==> config.mk <==
export PLATFORM = sky130hd
export DESIGN_NAME = pipeline_hazard_ctrl
export DESIGN_NICKNAME = d
export VERILOG_FILES = /design/src/rtl/pipeline_hazard_ctrl.sv
export SDC_FILE = /design/constraint.sdc
export NUM_CORES = 1
export LEC_CHECK = 0
export ABC_CLOCK_PERIOD_IN_PS = 2200
export CORE_MARGIN = 2
export CORE_UTILIZATION = 48
export CTS_CLUSTER_DIAMETER = 80
export CTS_CLUSTER_SIZE = 25
export DETAILED_ROUTE_END_ITERATION = 8
export PLACE_DENSITY_LB_ADDON = 0.25
export SETUP_SLACK_MARGIN = 0.4
export SLEW_MARGIN = 20
export SYNTH_ARGS = -nofsm -noshare
export SYNTH_HDL_FRONTEND = slang
export SYNTH_SLANG_ARGS = --single-unit
==> constraint.sdc <==
create_clock -name clk -period 2.2 [get_ports clk]
set_input_delay 0.33 -clock clk [delete_from_list [all_inputs] [get_ports clk]]
set_output_delay 0.33 -clock clk [all_outputs]
set_load 0.1 [all_outputs]
==> src/rtl/pipeline_hazard_ctrl.sv <==
// Central hazard/stall/flush controller for the 5-stage RV pipeline.
// Optional performance counters are enabled with `define HAZ_PERF_CNT_EN.
module pipeline_hazard_ctrl #(
  parameter int unsigned REG_ADDR_W   = 5,
  parameter int unsigned FLUSH_CYCLES = 1,
  parameter int unsigned MDU_TIMEOUT  = 64
) (
  input  logic                  clk,
  input  logic                  rst,
  input  logic [REG_ADDR_W-1:0] id_rs1,
  input  logic [REG_ADDR_W-1:0] id_rs2,
  input  logic                  id_rs1_used,
  input  logic                  id_rs2_used,
  input  logic [REG_ADDR_W-1:0] ex_rd,
  input  logic                  ex_mem_read,
  input  logic                  ex_redirect,
  input  logic                  ex_mdu_start,
  input  logic                  mdu_done,
  input  logic                  imem_ready,
  output logic                  pc_en,
  output logic                  if_id_hold,
  output logic                  if_id_flush,
  output logic                  id_ex_flush,
  output logic                  ex_hold,
  output logic                  mdu_timeout
`ifdef HAZ_PERF_CNT_EN
  ,
  output logic [31:0]           stall_cycles,
  output logic [31:0]           flush_cycles
`endif
);

  typedef enum logic [1:0] {
    ST_RUN      = 2'd0,
    ST_FLUSH    = 2'd1,
    ST_MDU_WAIT = 2'd2
  } state_e;

  localparam logic [3:0] FLUSH_LOAD = 4'(FLUSH_CYCLES);
  localparam logic [7:0] MDU_LIMIT  = 8'(MDU_TIMEOUT);

  state_e     state_q, state_d;
  logic [3:0] flush_cnt_q, flush_cnt_d;
  logic [7:0] mdu_cnt_q, mdu_cnt_d;
  logic       timeout_q, timeout_d;
  logic       load_use;

  // x0 is hard-wired zero, so a load targeting it can never create a RAW hazard.
  assign load_use = ex_mem_read && (ex_rd != '0) &&
                    ((id_rs1_used && (id_rs1 == ex_rd)) ||
                     (id_rs2_used && (id_rs2 == ex_rd)));

  // NOTE: sequential state uses non-blocking assignments so every register
  // samples the pre-edge value of the others.
  always_ff @(posedge clk or posedge rst) begin
    if (rst) begin
      state_q     <= ST_RUN;
      flush_cnt_q <= '0;
      mdu_cnt_q   <= '0;
      timeout_q   <= 1'b0;
    end else begin
      state_q     <= state_d;
      flush_cnt_q <= flush_cnt_d;
      mdu_cnt_q   <= mdu_cnt_d;
      timeout_q   <= timeout_d;
    end
  end

  // NOTE: every combinational output gets a default first so no path
  // through the case statement can infer a latch.
  always_comb begin
    state_d     = state_q;
    flush_cnt_d = flush_cnt_q;
    mdu_cnt_d   = mdu_cnt_q;
    timeout_d   = timeout_q;
    unique case (state_q)
      ST_RUN: begin
        if (ex_redirect) begin
          if (FLUSH_CYCLES > 0) begin
            state_d     = ST_FLUSH;
            flush_cnt_d = FLUSH_LOAD;
          end
        end else if (ex_mdu_start) begin
          state_d   = ST_MDU_WAIT;
          mdu_cnt_d = '0;
        end
      end
      ST_FLUSH: begin
        if (ex_redirect) begin
          flush_cnt_d = FLUSH_LOAD;
        end else if (flush_cnt_q <= 4'd1) begin
          state_d     = ST_RUN;
          flush_cnt_d = '0;
        end else begin
          flush_cnt_d = flush_cnt_q - 4'd1;
        end
      end
      ST_MDU_WAIT: begin
        if (mdu_done) begin
          state_d = ST_RUN;
        end else begin
          if (mdu_cnt_q != MDU_LIMIT) mdu_cnt_d = mdu_cnt_q + 8'd1;
          if (mdu_cnt_d == MDU_LIMIT) timeout_d = 1'b1;
        end
      end
      default: begin
        state_d     = ST_RUN;
        flush_cnt_d = '0;
        mdu_cnt_d   = '0;
      end
    endcase
  end

  always_comb begin
    pc_en       = 1'b1;
    if_id_hold  = 1'b0;
    if_id_flush = 1'b0;
    id_ex_flush = 1'b0;
    ex_hold     = 1'b0;
    if (rst) begin
      pc_en       = 1'b0;
      if_id_flush = 1'b1;
      id_ex_flush = 1'b1;
    end else begin
      unique case (state_q)
        ST_RUN: begin
          if (ex_redirect) begin
            if_id_flush = 1'b1;
            id_ex_flush = 1'b1;
          end else if (ex_mdu_start) begin
            pc_en      = 1'b0;
            if_id_hold = 1'b1;
            ex_hold    = 1'b1;
          end else if (load_use) begin
            pc_en       = 1'b0;
            if_id_hold  = 1'b1;
            id_ex_flush = 1'b1;
          end else if (!imem_ready) begin
            pc_en       = 1'b0;
            if_id_flush = 1'b1;
          end
        end
        ST_FLUSH: begin
          if_id_flush = 1'b1;
          id_ex_flush = ex_redirect;
        end
        ST_MDU_WAIT: begin
          if (!mdu_done) begin
            pc_en      = 1'b0;
            if_id_hold = 1'b1;
            ex_hold    = 1'b1;
          end
        end
        default: ;
      endcase
    end
  end

  assign mdu_timeout = timeout_q;

`ifdef HAZ_PERF_CNT_EN
  logic [31:0] stall_cnt_q, flush_cyc_q;

  always_ff @(posedge clk or posedge rst) begin
    if (rst) begin
      stall_cnt_q <= '0;
      flush_cyc_q <= '0;
    end else begin
      if (!pc_en)      stall_cnt_q <= stall_cnt_q + 32'd1;
      if (if_id_flush) flush_cyc_q <= flush_cyc_q + 32'd1;
    end
  end

  assign stall_cycles = stall_cnt_q;
  assign flush_cycles = flush_cyc_q;
`else
  // Performance counters are compiled out; control behaviour is unchanged.
`endif

endmodule

==> results by group <==
STA
  – Fmax: 482 MHz
  – Worst Clk Skew: 0.00739 ns
  – Final setup fails: 0
  – Unrepaired setup endpoints after global routing: true
  – Setup_tns: 0 ns
  – Max transition margin: 73.9%
  – Period utilization: 94.3%
  – Slew Limit Fails: 0
  – Final Hold Vio Count: 0
  – Final min period: 2.07 ns
  – Slew of the pin with the lowest slew margin: 0.386 ns

Die
  – Io pins: 30
  – Core Region: 2210 um2
  – Die width: 52.2 um
  – Initial core utilization: 50.4%
  – Row count: 17
  – Die H: 52.2 um
  – Die area: 2720 um2

Cells and area
  – Share of layout cells above drive strength 1: 42.0%
  – Synthesis-to-layout area growth: 63.3%
  – Antenna diodes: 0
  – Nets: 205
  – Fill cell count: 118
  – Post-route core utilization: 82.3%

Yosys
  – Netlist cell types: 43
  – Area contributors post-synth: dfrtp_1 (34%), xnor2_1 (8.6%), nor2_1 (4.7%)
  – Synthesized flop and latch total: 15
  – Ys Warns: 0
  – Yosys top cell area share: 33.7%
  – Cell taking the most area after synthesis: dfrtp_1
  – Gate Count Post-Synth: 127
  – Number of flops mapped to enable cells by yosys: 0
  – Count leader, synth: dfrtp_1
  – Post-synth top cells: dfrtp_1 (15), nor2_1 (14), nand2_1 (13)
  – Asr flop ratio synth: 100%
  – Syn nets: 155
  – Top_reg_cell synth: dfrtp_1
  – Sequential area share after synthesis: 33.7%
  – Syn avg cell area: 8.78 um2
  – Mapped Area: 1110 um2

Setup path
  – Crit path max-delay cell type: clkdlybuf4s50_1
  – Worst setup EP type: primary output
  – Worst endpoint required time: 1.87 ns
  – Crit path DAT: 1.74 ns
  – Crit-path max cell delay: 0.59 ns
  – Reg2Reg Setup Slack: 0.46 ns
  – Worst Path Max Fanout: 6
  – Kind of critical path: in -> out
  – R2r worst-path depth: 7
  – Crit-path cells: clkdlybuf4s50_1 > nor4b_1 > a21o_4 > buf_12
  – CP startpoint kind: input port
  – Critical R2R Capture: flush_cnt_q[2]
  – Worst R2R Start: flush_cnt_q[1]

Routing
  – Met2 wire len: 1980 um
  – DRT iter0 DRCs: 29
  – DR top layer: met4
  – DRC: 0
  – Via Count: 1,188
  – DR vias/cell: 5.82
  – Post-Route WL: 3600 um
  – Detail Route Antenna Nets: 0
  – Met3 Wirelength: 209 um
  – M1 WL: 1340 um
  – Wire per inst: 17.7 um
  – 1st-pass router iterations: 4

GRT
  – GRT overflow: 0
  – Pin count of the biggest net entering global routing: 16
  – GRT Resource Usage Total: 28.0%
  – First-pass GRT wire length: 5570 um
  – Vias in the first global route: 1,218
  – Initial antenna violation count: 0

Worst hold path
  – WHS Endpoint: mdu_timeout
  – Min-Delay Startpoint: mdu_timeout
  – Hold/Removal Path Class: reg -> reg
  – WHS Path Cells: 1

CTS
  – Clock Tree Buf Depth: 2
  – Root Buffer: clkbuf_4
  – CTS tree: done
  – CTS clk-pin slew, worst paths: 0.10 ns
  – Clk sinks: 15
  – Clock buffer count from CTS: 3
  – H-tree Lvls: 1
  – Clk_lat worst skew: 0.30 ns

Power and ir drop
  – Seq pwr share: 33.5%
  – Clock share of power: 16.1%
  – Sw frac: 41.1%
  – Psw: 0.430 mW
  – Power density over the cells: 574 nW/um2
  – Pleak: 0.808 nW
  – Internal power: 0.615 mW
  – Maximum VDD drop: 0.564 mV
  – Logic pwr share: 50.3%

Job
  – Max_cap viols: 0

Placement
  – Final weighted congestion in routability-driven placement: 0.871
  – IO buf count: 29
  – Dpl hpwl: 2260 um

Status
  – Outcome: completed
[power groups by stage]
stage	sequential, mW	clock, mW	combinational [mW]
after CTS	0.346	0.171	0.471
after detailed placement	0.346	0	0.420
after floorplan	0.330	0	0.284
after global placement	0.345	0	0.411
final	0.350	0.168	0.526
after global routing	0.357	0.184	0.558
[per-layer routing]
layer  track usage [%]  vias up
met4              12.8        0
met1              33.0      563
met2              49.6       59
met3              4.29        9
met5                 0        -
li1                  -      557
[state kept, by name, indices dropped and copies added (netlist names)]
signal	flops
flush_cnt_q	4
mdu_cnt_q	8
mdu_timeout	1
state_q	2
[cell families (layout without fill, tap and decap cells)]
family / Yosys count / in the layout / share of synthesized area [%]
and+or+nand+nor: 55 / 55 / 25.5
xor gates and xnor gates: 15 / 15 / 11.8
DFF: 15 / 15 / 33.7
adders and majority gates: 4 / 4 / 4.49
buffers and inverters: 10 / 59 / 4.94
AOI/OAI and AO/OA: 28 / 28 / 19.6
[what timing repair did]
action	4_1_cts	5_1_grt
hold buffers	0	0
pin swaps	24	13
setup endpoints to repair	6	7
buffers inserted	9	2
resized for setup	86	20
hold endpoints to repair	0	0
[worst max-delay path, delay by kind of cell]
family,cells,cell delay (ns)
buf+inv,2,0.75
simple gates,1,0.47
compound gates,1,0.19
[layout make-up]
type / instances / area [um2] / area share (%)
timing repair buffer: 48 / 482 / 26.5
tap: 28 / 35.0 / 1.92
inverter: 7 / 31.3 / 1.72
clock buffer: 3 / 22.5 / 1.24
clock inverter: 1 / 5.00 / 0.275
sequential: 15 / 379 / 20.8
multi-input combinational: 102 / 866 / 47.6
[cells in the final DEF (no fill, tap or decap), types with 3 or more instances in the layout]
| cell type | Yosys | layout |
|---|---|---|
| dfrtp_2 | 0 | 3 |
| dfrtp_1 | 15 | 12 |
| nand3_1 | 3 | 3 |
| xor2_1 | 4 | 4 |
| buf_6 | 1 | 10 |
| dlygate4sd2_1 | 0 | 3 |
| nand2_1 | 13 | 11 |
| clkdlybuf4s50_1 | 0 | 5 |
| inv_1 | 6 | 5 |
| o21ai_0 | 9 | 9 |
| a21oi_1 | 3 | 3 |
| xnor2_2 | 0 | 8 |
| clkbuf_4 | 0 | 3 |
| nor3_1 | 5 | 4 |
| buf_12 | 0 | 5 |
| buf_2 | 1 | 5 |
| nor2_1 | 14 | 13 |
| nand4_1 | 4 | 4 |
| xnor2_1 | 11 | 3 |
| buf_4 | 1 | 17 |
[metrics by stage]
step / worst slack [ns] / hold WS (ns) / area (um2) / std cells / power [mW]
2_1_floorplan: -0.268 / 0.240 / 1180 / 127 / 0.615
3_3_place_gp: -0.251 / 0.465 / 1590 / 189 / 0.756
3_5_place_dp: -0.336 / 0.469 / 1590 / 189 / 0.766
4_1_cts: 0.0716 / 0.495 / 1740 / 202 / 0.988
5_1_grt: 0.0734 / 0.508 / 1820 / 204 / 1.10
6_report: 0.125 / 0.490 / 1820 / 204 / 1.04
[worst max-delay path by stage]
| stage | from | to | slack (ns) |
|---|---|---|---|
| 6_report | rst | pc_en | 0.13 |
| 5_1_grt | state_q[1] | if_id_hold | 0.07 |
| 4_1_cts | id_rs1[1] | id_ex_flush | 0.07 |
| 3_3_place_gp | ex_rd[3] | id_ex_flush | -0.25 |
| 3_5_place_dp | ex_rd[2] | id_ex_flush | -0.34 |
| 2_1_floorplan | ex_rd[3] | if_id_hold | -0.27 |
No activity file was read; power rests on OpenSTA's default activity.
